[src/rtl/scanline_pkg.sv]
// Shared types and helpers for the scanline/mask generator.
package scanline_pkg;

  typedef enum logic {ORIENT_H, ORIENT_V} orient_t;

  localparam int unsigned SCNL_LATENCY = 3;

  typedef struct packed {
    logic [31:0] period;
    logic [31:0] width;
  } cfg_pair_t;

  // Period below 2 is meaningless for a light/dark pattern; width must leave one light step.
  function automatic cfg_pair_t clamp_cfg(input logic [31:0] period, input logic [31:0] width);
    cfg_pair_t r;
    r.period = (period < 32'd2) ? 32'd2 : period;
    r.width  = (width >= r.period) ? r.period - 32'd1 : width;
    return r;
  endfunction

endpackage

[src/rtl/scanline_atten.sv]
// One colour channel of the dark-band attenuator: registered multiply by (2**LEVEL_W - level), shift.
module scanline_atten #(
  parameter int unsigned COLOR_W = 8,
  parameter int unsigned LEVEL_W = 2
) (
  input  logic               clk_vid,
  input  logic               reset_n,
  input  logic [COLOR_W-1:0] c_i,
  input  logic [LEVEL_W-1:0] level_i,
  input  logic               dark_i,
  output logic [COLOR_W-1:0] c_o
);

  localparam int unsigned ProdW = COLOR_W + LEVEL_W + 1;

  logic [LEVEL_W:0]   gain;
  logic [ProdW-1:0]   prod;
  logic [COLOR_W-1:0] c_d, c_q;
  logic               unused_prod;

  assign gain = {1'b1, {LEVEL_W{1'b0}}} - {1'b0, level_i};
  assign prod = ProdW'(c_i) * ProdW'(gain);
  // Truncating shift: the fraction bits are dropped, and the MSB is always 0.
  assign unused_prod = ^{prod[ProdW-1], prod[LEVEL_W-1:0]};
  assign c_d = dark_i ? prod[LEVEL_W +: COLOR_W] : c_i;

  always_ff @(posedge clk_vid or negedge reset_n) begin
    if (!reset_n) begin
      c_q <= '0;
    end else begin
      c_q <= c_d;
    end
  end

  assign c_o = c_q;

endmodule

[src/rtl/scanline_fx.sv]
// Scanline/mask generator: runtime orientation, period, width and N-level attenuation, 3-cycle latency.
// Optional SCANLINE_PHASE_FLIP_EN offsets the dark band by width on alternate frames.
module scanline_fx
  import scanline_pkg::*;
#(
  parameter int unsigned COLOR_W = 8,
  parameter int unsigned LEVEL_W = 2,
  parameter int unsigned CNT_W   = 4
) (
  input  logic                 clk_vid,
  input  logic                 reset_n,
  input  logic                 cfg_orient,
  input  logic [LEVEL_W-1:0]   cfg_level,
  input  logic [CNT_W-1:0]     cfg_period,
  input  logic [CNT_W-1:0]     cfg_width,
  input  logic [3*COLOR_W-1:0] core_rgb,
  input  logic                 core_hs,
  input  logic                 core_vs,
  input  logic                 core_de,
  output logic [3*COLOR_W-1:0] scnl_rgb,
  output logic                 scnl_hs,
  output logic                 scnl_vs,
  output logic                 scnl_de
);

  logic hs_q, vs_q, hs_fall, vs_fall;

  orient_t            orient_q, orient_d;
  logic [LEVEL_W-1:0] level_q, level_d;
  logic [CNT_W-1:0]   period_q, period_d, width_q, width_d;
  logic [CNT_W-1:0]   cnt_q, cnt_d, clr_val;
  logic               cnt_inc, cnt_clr;
  cfg_pair_t          cfg_clamped;

  logic [3*COLOR_W-1:0] rgb_s1_q, rgb_s2, rgb_s3_q;
  logic [LEVEL_W-1:0]   level_s1_q;
  logic                 dark_d, dark_s1_q;

  logic [SCNL_LATENCY-1:0] hs_dly_q, vs_dly_q, de_dly_q;

  assign hs_fall = hs_q & ~core_hs;
  assign vs_fall = vs_q & ~core_vs;

  assign cfg_clamped = clamp_cfg(32'(cfg_period), 32'(cfg_width));

  // Shadow config only moves at the frame boundary so a frame never mixes settings.
  always_comb begin
    orient_d = orient_q;
    level_d  = level_q;
    period_d = period_q;
    width_d  = width_q;
    if (vs_fall) begin
      orient_d = orient_t'(cfg_orient);
      level_d  = cfg_level;
      period_d = CNT_W'(cfg_clamped.period);
      width_d  = CNT_W'(cfg_clamped.width);
    end
  end

`ifdef SCANLINE_PHASE_FLIP_EN
  logic flip_q, flip_d;

  assign flip_d  = flip_q ^ vs_fall;
  assign clr_val = flip_d ? width_d : '0;

  always_ff @(posedge clk_vid or negedge reset_n) begin
    if (!reset_n) begin
      flip_q <= 1'b0;
    end else begin
      flip_q <= flip_d;
    end
  end
`else
  assign clr_val = '0;
`endif

  always_comb begin
    if (orient_q == ORIENT_H) begin
      cnt_inc = hs_fall;
      cnt_clr = vs_fall;
    end else begin
      cnt_inc = core_de;
      cnt_clr = hs_fall;
    end
    cnt_d = cnt_q;
    if (cnt_clr) begin
      cnt_d = clr_val;
    end else if (cnt_inc) begin
      cnt_d = (cnt_q >= period_q - CNT_W'(1)) ? '0 : cnt_q + CNT_W'(1);
    end
  end

  assign dark_d = (cnt_q < width_q) && (level_q != '0);

  always_ff @(posedge clk_vid or negedge reset_n) begin
    if (!reset_n) begin
      hs_q       <= 1'b0;
      vs_q       <= 1'b0;
      orient_q   <= ORIENT_H;
      level_q    <= '0;
      period_q   <= '0;
      width_q    <= '0;
      cnt_q      <= '0;
      rgb_s1_q   <= '0;
      level_s1_q <= '0;
      dark_s1_q  <= 1'b0;
      rgb_s3_q   <= '0;
      hs_dly_q   <= '0;
      vs_dly_q   <= '0;
      de_dly_q   <= '0;
    end else begin
      hs_q       <= core_hs;
      vs_q       <= core_vs;
      orient_q   <= orient_d;
      level_q    <= level_d;
      period_q   <= period_d;
      width_q    <= width_d;
      cnt_q      <= cnt_d;
      rgb_s1_q   <= core_rgb;
      level_s1_q <= level_q;
      dark_s1_q  <= dark_d;
      rgb_s3_q   <= rgb_s2;
      hs_dly_q   <= {hs_dly_q[SCNL_LATENCY-2:0], core_hs};
      vs_dly_q   <= {vs_dly_q[SCNL_LATENCY-2:0], core_vs};
      de_dly_q   <= {de_dly_q[SCNL_LATENCY-2:0], core_de};
    end
  end

  for (genvar ch = 0; ch < 3; ch++) begin : g_ch
    scanline_atten #(
      .COLOR_W(COLOR_W),
      .LEVEL_W(LEVEL_W)
    ) u_atten (
      .clk_vid(clk_vid),
      .reset_n(reset_n),
      .c_i    (rgb_s1_q[ch*COLOR_W +: COLOR_W]),
      .level_i(level_s1_q),
      .dark_i (dark_s1_q),
      .c_o    (rgb_s2[ch*COLOR_W +: COLOR_W])
    );
  end

  assign scnl_rgb = rgb_s3_q;
  assign scnl_hs  = hs_dly_q[SCNL_LATENCY-1];
  assign scnl_vs  = vs_dly_q[SCNL_LATENCY-1];
  assign scnl_de  = de_dly_q[SCNL_LATENCY-1];

endmodule

[config.mk]
export PLATFORM = sky130hd
export DESIGN_NAME = scanline_fx
export DESIGN_NICKNAME = d
export VERILOG_FILES = /design/src/rtl/scanline_pkg.sv /design/src/rtl/scanline_atten.sv /design/src/rtl/scanline_fx.sv
export SDC_FILE = /design/constraint.sdc
export NUM_CORES = 1
export LEC_CHECK = 0
export ABC_AREA = 1
export BUFFER_PORTS_ARGS = -buffer_cell sky130_fd_sc_hd__buf_2
export CORE_ASPECT_RATIO = 0.9
export CORE_MARGIN = 5
export CORE_UTILIZATION = 57
export DETAILED_ROUTE_END_ITERATION = 12
export PLACE_DENSITY = 0.75
export SLEW_MARGIN = 20
export SYNTH_ARGS = -nofsm -noshare
export SYNTH_HDL_FRONTEND = slang
export SYNTH_SLANG_ARGS = --single-unit
[constraint.sdc]
create_clock -name clk_vid -period 4.12 [get_ports clk_vid]
set_input_delay 1.03 -clock clk_vid [delete_from_list [all_inputs] [get_ports clk_vid]]
set_output_delay 1.03 -clock clk_vid [all_outputs]
set_load 0.1 [all_outputs]
==> metrics.txt, run 1 <==
outcome complete, no violations; #FFs+latches synth 99; Synth Instances 615; Hold Path Class flop to flop; critical path capture point type flop; first-pass GRT wire length 17900 microns; Num CTS Buffers 9; smallest hold slack 0.351 ns; Top-Level Pins 67; Synth Cell Area ~0.0055 sq mm; Netlist cell types 33; DR pass1 iterations 4; overall power around 3.9 mW; Setup TNS Final 0 ns; Std-Cell Rows 34; Pwr Density 638 mW/mm^2; Port Buffers 66; Main synth FF type dfrtp_1; Final period util 87.4%; WL final 10300 microns; gpl congestion 0.895; Ys Warns 0; post-CTS setup buffers 0; root buffer cell clkbuf_8; post-CTS sizing 0; Yosys top cell by area dfrtp_1; total grt overflow 0; core area 0.00953 sq mm; minimum clock period 3.60 ns; Worst-Skew Late Latency 0.36 ns; die area 0.0117 sq mm; crit-path max FO 21; synth-to-layout area growth 11.4%; height of the die 103 microns; Slew Viols, Final 0; Layout Skew approximately 0.012 ns; antenna violations before repair 0; DRT antenna net count 0; hold_buf cts 0; synthesized area per cell 8.89 sq um; final setup violation count 0; ANT cells 0; critical path class flop to flop; multi-input logic area 0.00250 sq mm; clock share of power 14.9%; Setup WS post-layout a little over 0.5 ns; GRT Total Usage a little under a fifth; clk sink count 99; synth top area cells dfrtp_1 45%, nand2_1 14%, ha_1 8.9%; Slew HR about two fifths; Final Core Density 64.0%; Max VDD drop about 0.60 mV; maximum clock insertion buffer count 2; Int Power 1.93 mW; wire per inst between 10 and 15 microns; post-place instance area 0.00591 sq mm; Die Width 113 microns; Sw Pwr between 1.5 and 2 mW; sw frac roughly 50%; Max-Cap Viols 0; Setup WS pre-CTS ~0.58 ns; final hold viol count 0; CP required 4.37 ns; H-tree depth 3; Startpoint Class flop; Post-synth EDFFs 0; leakage power between 3 and 4 nW; Synth Net Count 715; TritonCTS clock tree done; share of the synthesized area in the top cell type 45.3%; sequential cell area fraction in the yosys report between 40 and 50%; number of fill cells approximately 780; Final HPWL DP 7840 microns; placed cells 797; vias slightly above 4000; CP arrival 3.85 ns; pin count of the biggest net entering global routing 76; Nets about 800; fin cells 813; vias per cell 5.04; maximum clock frequency 278 MHz; Post-synth ARST share 100%; Seq pwr share 35.8%; initial core utilization between 50% and 60%; Residual DRC 0; Reg area between 0.002 and 0.0025 sq mm; CTS clk-pin slew, worst paths approximately 0.090 ns; 1st-iter DRT viols 254; share of cells above drive strength 1 15.6%; worst slew pin tran 0.890 ns; combinational power share ~49%; Finished Cell Area 0.00609 sq mm; RSZ-0062 raised after global routing no; vias in the first global route 3991
==> final cells by class <==
class                      count  area share, %
inverter                     114           7.04
multi-input combinational    391           41.0
timing repair buffer          67           5.58
clock buffer                  12           2.55
tap                          126           2.59
clock inverter                 4          0.554
sequential                    99           40.6
==> registers in the layout, summed over array words and instances, names as in the netlist <==
name	cells
rgb_s1_q	24
width_q	4
cnt_q	4
de_dly_q	3
level_q	2
period_q	4
orient_q	1
scnl_rgb	24
level_s1_q	2
vs_dly_q	3
hs_dly_q	3
g_ch.u_atten.c_o	24
dark_s1_q	1
==> final timing paths <==
path                                                    end                             start  slack (ns)  cells past startpoint
max                        g_ch[2].u_atten.c_o[6]$_DFF_PN0_           level_s1_q[0]$_DFF_PN0_        0.52                     14
min                                   scnl_rgb[9]$_DFF_PN0_  g_ch[1].u_atten.c_o[1]$_DFF_PN0_        0.35                      0
max reg2reg                g_ch[2].u_atten.c_o[6]$_DFF_PN0_           level_s1_q[0]$_DFF_PN0_        0.52                     14
min reg2reg                           scnl_rgb[9]$_DFF_PN0_  g_ch[1].u_atten.c_o[1]$_DFF_PN0_        0.35                      0
max in group asynchronous  g_ch[2].u_atten.c_o[1]$_DFF_PN0_                           reset_n        2.45                      2
min in group asynchronous             vs_dly_q[1]$_DFF_PN0_                           reset_n        0.81                      1
==> power groups by stage <==
stage / logic, mW / clock network, mW / registers [mW]
after CTS: 1.93 / 0.599 / 1.40
after global placement: 1.87 / 0 / 1.41
after floorplan: 0.753 / 0 / 2.22
final: 1.92 / 0.578 / 1.39
after global routing: 2.08 / 0.639 / 1.43
after detailed placement: 1.93 / 0 / 1.41
==> cells in the final DEF, fill, tap and decap left out <==
cell | Yosys | layout
nand2_2 | 3 | 3
clkinvlp_4 | 0 | 1
inv_2 | 2 | 2
a21oi_1 | 15 | 15
clkinv_2 | 1 | 1
or2_2 | 1 | 1
buf_2 | 8 | 65
xor2_1 | 4 | 4
clkbuf_1 | 1 | 1
nor2_1 | 9 | 9
fa_1 | 21 | 21
buf_4 | 1 | 2
o21ai_0 | 16 | 16
nor3_1 | 4 | 4
nand2_1 | 201 | 201
dfrtp_1 | 99 | 99
nand3_2 | 4 | 4
a31oi_4 | 1 | 1
nor2_4 | 1 | 1
xnor2_1 | 3 | 3
or2_4 | 3 | 3
nand3_1 | 33 | 33
o211a_1 | 1 | 1
a21oi_4 | 1 | 1
o31ai_1 | 1 | 1
o21bai_1 | 4 | 4
nand3_4 | 2 | 2
clkinv_4 | 0 | 2
o21ai_1 | 9 | 9
nand3b_4 | 3 | 3
clkbuf_8 | 0 | 11
ha_1 | 39 | 39
inv_1 | 111 | 111
inv_6 | 0 | 1
nand4_1 | 9 | 9
nor2_2 | 3 | 3
==> cell usage after synthesis, types with 8 or more instances <==
cell type	count
nand2_1	201
inv_1	111
dfrtp_1	99
ha_1	39
nand3_1	33
fa_1	21
o21ai_0	16
a21oi_1	15
nand4_1	9
nor2_1	9
o21ai_1	9
buf_2	8
==> worst max-delay path, cell delays in order (launching register included) <==
cell	delay [ns]
dfrtp_1	0.76
inv_1	0.21
ha_1	0.63
nand2_1	0.22
inv_1	0.08
fa_1	0.52
ha_1	0.18
inv_1	0.06
fa_1	0.38
inv_1	0.11
nand2_1	0.09
nand3_1	0.07
nand2_1	0.05
nand3_1	0.06
nand2_1	0.07
==> logic make-up after synthesis <==
family / after synthesis / share of synthesized area (%)
flip-flops: 99 / 45.3
adder cells (fa/ha/maj): 60 / 16.6
AO/OA/AOI/OAI: 48 / 5.22
AND/OR/NAND/NOR: 276 / 22.8
buffers and inverters: 125 / 8.99
XOR/XNOR: 7 / 1.12
==> layer usage <==
layer,global-route usage [%],wire (microns),share of wire (%)
met1,24.2,4430,43
met5,0,0,0
met3,4.52,533,5.2
met4,5.36,127,1.2
met2,33.0,5190,50
Note: power is estimated with default switching activity, not from simulation.
==> run 2, diff against run 1 <==
--- a/config.mk
+++ b/config.mk
@@ -7,7 +7,7 @@
 export LEC_CHECK = 0
 export ABC_AREA = 1
 export BUFFER_PORTS_ARGS = -buffer_cell sky130_fd_sc_hd__buf_2
-export CORE_ASPECT_RATIO = 0.9
+export CORE_ASPECT_RATIO = 2
 export CORE_MARGIN = 5
 export CORE_UTILIZATION = 57
 export DETAILED_ROUTE_END_ITERATION = 12
==> constraint.sdc (replaced) <==
create_clock -name clk_vid -period 3.6 [get_ports clk_vid]
set_input_delay 0.9 -clock clk_vid [delete_from_list [all_inputs] [get_ports clk_vid]]
set_output_delay 0.9 -clock clk_vid [all_outputs]
set_load 0.02 [all_outputs]
==> metrics.txt, run 2 (synthesis results as in run 1) <==
gpl congestion 0.891 (-0.41%); TritonCTS clock tree done; Setup WS pre-CTS 0.426 ns (-0.149 ns); Startpoint Class flop; post-CTS setup buffers 0 (unchanged); Worst-Skew Late Latency 0.35 ns (about the same); GR met2 Demand/Resource 45.5% (+13 points); die area 0.0118 sq mm (+0.99%); GR peak layer met2; CP arrival 3.45 ns (-0.40 ns); vias per cell 5.26 (+4.5%); Top-Level Pins 67 (unchanged); Reg area 0.00248 sq mm (unchanged); crit-path max FO 24 (+14%); root buffer cell clkbuf_16; critical path class flop to flop; DR pass1 iterations 4 (unchanged); GR Util met3 4.12% (-0.40 points); outcome complete, no violations; pin count of the biggest net entering global routing 55 (-28%); leakage power 3.57 nW (+2.2%); Hold Path Class flop to flop; Slew Viols, Final 0 (unchanged); minimum clock period 3.21 ns (-0.396 ns); Pwr Density 646 mW/mm^2 (+1.2%); Setup WS post-layout 0.394 ns (-0.124 ns); total grt overflow 0 (unchanged); vias 4171 (+1.9%); Std-Cell Rows 50 (+47%); maximum clock insertion buffer count 2 (unchanged); core area 0.00938 sq mm (-1.5%); final hold viol count 0 (unchanged); critical path capture point type flop; clk sink count 99 (unchanged); maximum clock frequency 312 MHz (+12%); wire per inst 14.9 microns (+18%); most frequent cells in the layout 201 x nand2_1, 111 x inv_1, 99 x dfrtp_1; share of cells above drive strength 1 16.0% (+0.39 points); CTS clk-pin slew, worst paths 0.07 ns (-0.02 ns); Final HPWL DP 9160 microns (+17%); vias in the first global route 4650 (+17%); 1st-iter DRT viols 179 (-30%); post-CTS sizing 0 (unchanged); RSZ-0062 raised after global routing no; final setup violation count 0 (unchanged); worst slew pin tran 0.905 ns (+0.0149 ns); number of fill cells 758 (-3.1%); initial core utilization 58.3% (+0.89 points); Setup TNS Final 0 ns (unchanged); multi-input logic area 0.00250 sq mm (unchanged); Final period util 89.0% (+1.6 points); Nets 784 (+0.26%); height of the die 149 microns (+44%); met1 usage 19.0% (-5.3 points); Slew HR 39.7% (-0.99 points); H-tree depth 3 (unchanged); commonest non-fill, non-tap cell in the layout nand2_1; ANT cells 0 (unchanged); Die Width 79.3 microns (-30%); CP required 3.84 ns (-0.53 ns); hold_buf cts 0 (unchanged); Max-Cap Viols 0 (unchanged); smallest hold slack 0.350 ns (-0.00105 ns); antenna violations before repair 0 (unchanged); first-pass GRT wire length 20200 microns (+13%); GRT Total Usage 22.3% (+3.2 points); synth-to-layout area growth 13.7%; DRT antenna net count 0 (unchanged); Num CTS Buffers 9 (unchanged); WL final 11800 microns (+15%); Port Buffers 66 (unchanged); Residual DRC 0 (unchanged); Layout Skew 0.00781 ns (-0.00426 ns); Max VDD drop 0.356 mV (-40%)
[run 2: where the power goes]
group          total, mW  internal [mW]  switching (mW)
Sequential          1.56           1.43           0.130
Combinational       1.45          0.503           0.945
Clock               1.01          0.560           0.451
Total               4.02           2.49            1.53
[run 2: worst paths after layout]
kind | end | startpoint | slack (ns) | cells past startpoint
min in group asynchronous | g_ch[1].u_atten.c_o[0]$_DFF_PN0_ | reset_n | 0.55 | 1
worst max-delay path | g_ch[2].u_atten.c_o[7]$_DFF_PN0_ | level_s1_q[0]$_DFF_PN0_ | 0.39 | 12
worst min register to register | scnl_rgb[0]$_DFF_PN0_ | g_ch[0].u_atten.c_o[0]$_DFF_PN0_ | 0.35 | 0
max in group asynchronous | g_ch[0].u_atten.c_o[7]$_DFF_PN0_ | reset_n | 2.37 | 2
worst min-delay path | scnl_rgb[0]$_DFF_PN0_ | g_ch[0].u_atten.c_o[0]$_DFF_PN0_ | 0.35 | 0
worst max register to register | g_ch[2].u_atten.c_o[7]$_DFF_PN0_ | level_s1_q[0]$_DFF_PN0_ | 0.39 | 12
[run 2: area by class of cell]
cell class / count / share of cell area [%]
Timing Repair Buffer: 69 / 5.91
Tap cell: 104 / 2.09
Inverter: 114 / 6.90
Sequential cell: 99 / 39.8
Clock inverter: 7 / 1.45
Multi-Input combinational cell: 391 / 40.2
Clock buffer: 9 / 3.62
[run 2: worst max-delay path: stages (launching register included)]
cell,delay (ns)
dfrtp_1,0.39
inv_1,0.14
ha_1,0.77
nand2_1,0.21
fa_1,0.58
inv_1,0.04
ha_1,0.35
nand2_1,0.12
inv_1,0.05
a21oi_1,0.20
nand3_1,0.10
nand3_1,0.09
nand2_1,0.05
[run 2: metal layers]
layer | part of all wire [%] | routed length [microns]
met2 | 62 | 7270
met5 | 0 | 0
met4 | 4.1 | 482
met3 | 3.2 | 376
met1 | 31 | 3660
[run 2: per-stage QoR]
step                power, mW  cell area, sq um  utilization, %  std cells
CTS                      4.06              6220            66.3        793
floorplan                2.59              5470               -        615
finish                   4.02              6220            66.3        793
global route             4.31              6220            66.3        793
global placement         2.98              5910            62.9        777
detailed placement       3.04              5910            62.9        777
==> run 3, diff against run 2 <==
--- a/config.mk
+++ b/config.mk
@@ -5,13 +5,12 @@
 export SDC_FILE = /design/constraint.sdc
 export NUM_CORES = 1
 export LEC_CHECK = 0
-export ABC_AREA = 1
 export BUFFER_PORTS_ARGS = -buffer_cell sky130_fd_sc_hd__buf_2
 export CORE_ASPECT_RATIO = 2
 export CORE_MARGIN = 5
 export CORE_UTILIZATION = 57
 export DETAILED_ROUTE_END_ITERATION = 12
-export PLACE_DENSITY = 0.75
+export PLACE_DENSITY = 0.76
 export SLEW_MARGIN = 20
 export SYNTH_ARGS = -nofsm -noshare
 export SYNTH_HDL_FRONTEND = slang
==> metrics.txt, run 3 <==
outcome complete, no violations; TritonCTS clock tree done; vias per cell 5.60 (+6.5%); reg2reg start level_s1_q[0]$_DFF_PN0_; overall power 3.98 mW (-1.0%); met1 usage 19.2% (+0.24 points); Reg2Reg Setup Slack 0.25 ns (-0.14 ns); commonest non-fill, non-tap cell in the layout dfrtp_1; leakage power 3.02 nW (-15%); Max stage delay on crit path 0.56 ns (-0.21 ns); Post-synth EDFFs 0 (unchanged); worst flop-to-flop path endpoint g_ch[2].u_atten.c_o[6]$_DFF_PN0_; critical path class flop to flop; minimum clock period 3.35 ns (+0.143 ns); die area 0.0113 sq mm (-3.8%); Hold Startpoint g_ch[0].u_atten.c_o[6]$_DFF_PN0_; CP required 3.83 ns (about the same); Die Width 77.8 microns (-1.8%); top cells by count, synth 99 x dfrtp_1, 77 x nand2_1, 55 x inv_1; hold_buf cts 0 (unchanged); Startpoint Class flop; height of the die 146 microns (-2.0%); WL final 10300 microns (-12%); vias 3721 (-11%); first-pass GRT wire length 17500 microns (-13%); Max VDD drop 0.426 mV (+19%); Synth Net Count 589 (-18%); maximum clock frequency 299 MHz (-4.3%); antenna violations before repair 0 (unchanged); GR met2 Demand/Resource 35.9% (-9.6 points); Hold Path Class flop to flop; worst slew pin tran 0.717 ns (-0.188 ns); post-CTS sizing 0 (unchanged); Slew Viols, Final 0 (unchanged); final setup violation count 0 (unchanged); DR pass1 iterations 4 (unchanged); initial core utilization 58.2% (-0.12 points); synth-to-layout area growth 13.7% (about the same); most frequent cell after synthesis dfrtp_1; Port Buffers 66 (unchanged); 1st-iter DRT viols 172 (-3.9%); Worst-Skew Late Latency 0.34 ns (about the same); Layout Skew 0.00605 ns (-0.00177 ns); root buffer cell clkbuf_16; sequential cell area fraction in the yosys report 47.3% (+2.0 points); GR Util met3 5.08% (+0.96 points); Synth Cell Area 0.00524 sq mm (-4.2%); GRT Total Usage 19.5% (-2.8 points); hold depth 0 (unchanged); Final Core Density 66.1% (-0.15 points); vias in the first global route 3935 (-15%); Setup TNS Final 0 ns (unchanged); DRT antenna net count 0 (unchanged); RSZ-0062 raised after global routing no; Nets 657 (-16%); ANT cells 0 (unchanged); R2R cell count 12 (unchanged); Residual DRC 0 (unchanged); Final period util 93.0% (+4.0 points); Yosys top cell by area dfrtp_1; number of buffers and inverters on the critical path 2 (-1); core area 0.00901 sq mm (-4.0%); Final HPWL DP 8040 microns (-12%); H-tree depth 3 (unchanged); critical path capture point type flop; share of cells above drive strength 1 20.1% (+4.1 points); synthesized area per cell 10.7 sq um (+21%); Main synth FF type dfrtp_1; slowest cell on the critical path ha_1; Ys Warns 0 (unchanged); crit-path max FO 22 (-8.3%); CTS clk-pin slew, worst paths 0.07 ns (about the same); #FFs+latches synth 99 (unchanged); CP arrival 3.58 ns (+0.13 ns); worst-path cell chain inv_1 > ha_1 > and2_1 > fa_1 > ha_1 > inv_1 > fa_1 > nor2b_1 > o21ai_1 > a21boi_1 > nor2_1 > o311ai_1; post-CTS setup buffers 0 (unchanged); clk sink count 99 (unchanged); pin count of the biggest net entering global routing 54 (-1.8%); most frequent cells in the layout 99 x dfrtp_1, 77 x nand2_1, 65 x buf_2; wire per inst 15.5 microns (+4.5%); Max-Cap Viols 0 (unchanged); share of the synthesized area in the top cell type 47.3% (+2.0 points); Synth Instances 489 (-20%); total grt overflow 0 (unchanged); Top-Level Pins 67 (unchanged); Netlist cell types 47 (+42%); maximum clock insertion buffer count 2 (unchanged); WHS Endpoint scnl_rgb[6]$_DFF_PN0_; final hold viol count 0 (unchanged); synth top area cells dfrtp_1 47%, ha_1 9.3%, fa_1 8.0%; GR peak layer met2; Slew HR 52.2% (+13 points); Pwr Density 667 mW/mm^2 (+3.3%); Num CTS Buffers 9 (unchanged); gpl congestion 0.930 (+4.4%); Post-synth ARST share 100% (unchanged); Top delay family on crit path adder cells; Std-Cell Rows 49 (-2.0%)
-- run 3: per-stage QoR --
step                      cells  setup slack (ns)  area (sq um)  hold slack, ns
after CTS                   664             0.266          5960           0.350
after detailed placement    648             0.298          5690           0.336
final                       664             0.251          5960           0.347
after global routing        664         0.0000875          5960           0.354
after global placement      648             0.388          5690           0.332
after floorplan             489             0.112          5240           0.331
-- run 3: how the worst max path moves through the flow --
| stage | startpoint | endpoint | slack, ns | depth (start not counted) |
|---|---|---|---|---|
| after global routing | level_s1_q[0]$_DFF_PN0_ | g_ch[2].u_atten.c_o[7]$_DFF_PN0_ | 0.00009 | 11 |
| final | level_s1_q[0]$_DFF_PN0_ | g_ch[2].u_atten.c_o[6]$_DFF_PN0_ | 0.25 | 12 |
| after CTS | level_s1_q[0]$_DFF_PN0_ | g_ch[2].u_atten.c_o[7]$_DFF_PN0_ | 0.27 | 11 |
| after detailed placement | level_s1_q[0]$_DFF_PN0_ | g_ch[2].u_atten.c_o[7]$_DFF_PN0_ | 0.30 | 11 |
| after global placement | level_s1_q[0]$_DFF_PN0_ | g_ch[2].u_atten.c_o[7]$_DFF_PN0_ | 0.39 | 11 |
| after floorplan | level_s1_q[0]$_DFF_PN0_ | g_ch[1].u_atten.c_o[6]$_DFF_PN0_ | 0.11 | 15 |
-- run 3: worst register-to-register path, stage by stage (launching register included) --
cell and delay [ns]:
dfrtp_1 0.34, inv_1 0.04, ha_1 0.56, and2_1 0.31, fa_1 0.51, ha_1 0.18
inv_1 0.06, fa_1 0.40, nor2b_1 0.14, o21ai_1 0.08, a21boi_1 0.25, nor2_1 0.07
o311ai_1 0.30
-- run 3: routing by layer --
metal,wire length [microns],part of all wire (%)
met1,3520,34
met2,5930,57
met3,486,4.7
met4,386,3.7
met5,0,0
-- run 3: cells by family after synthesis --
group	Yosys count	synth area share (%)
AND/OR/NAND/NOR	150	13.9
flip-flops	99	47.3
AO/OA/AOI/OAI	82	10.7
buffers and inverters	68	5.01
adder cells (fa/ha/maj)	60	17.3
multiplexers	18	3.79
XOR/XNOR	12	2.00
-- run 3: report_power, final --
| part | internal, mW | leakage (nW) | switching (mW) |
|---|---|---|---|
| registers | 1.43 | 1.18 | 0.164 |
| clock network | 0.471 | 0.118 | 0.399 |
| logic | 0.622 | 1.72 | 0.889 |
-- run 3: layout make-up --
cell class              instances  area, sq um
inverters                      55          206
well taps                     102          128
clock inverters                 5         38.8
clock buffers                  11          233
multi-input cells             322         2500
flip-flops and latches         99         2480
repair buffers                 70          375
fillers                       698         3050
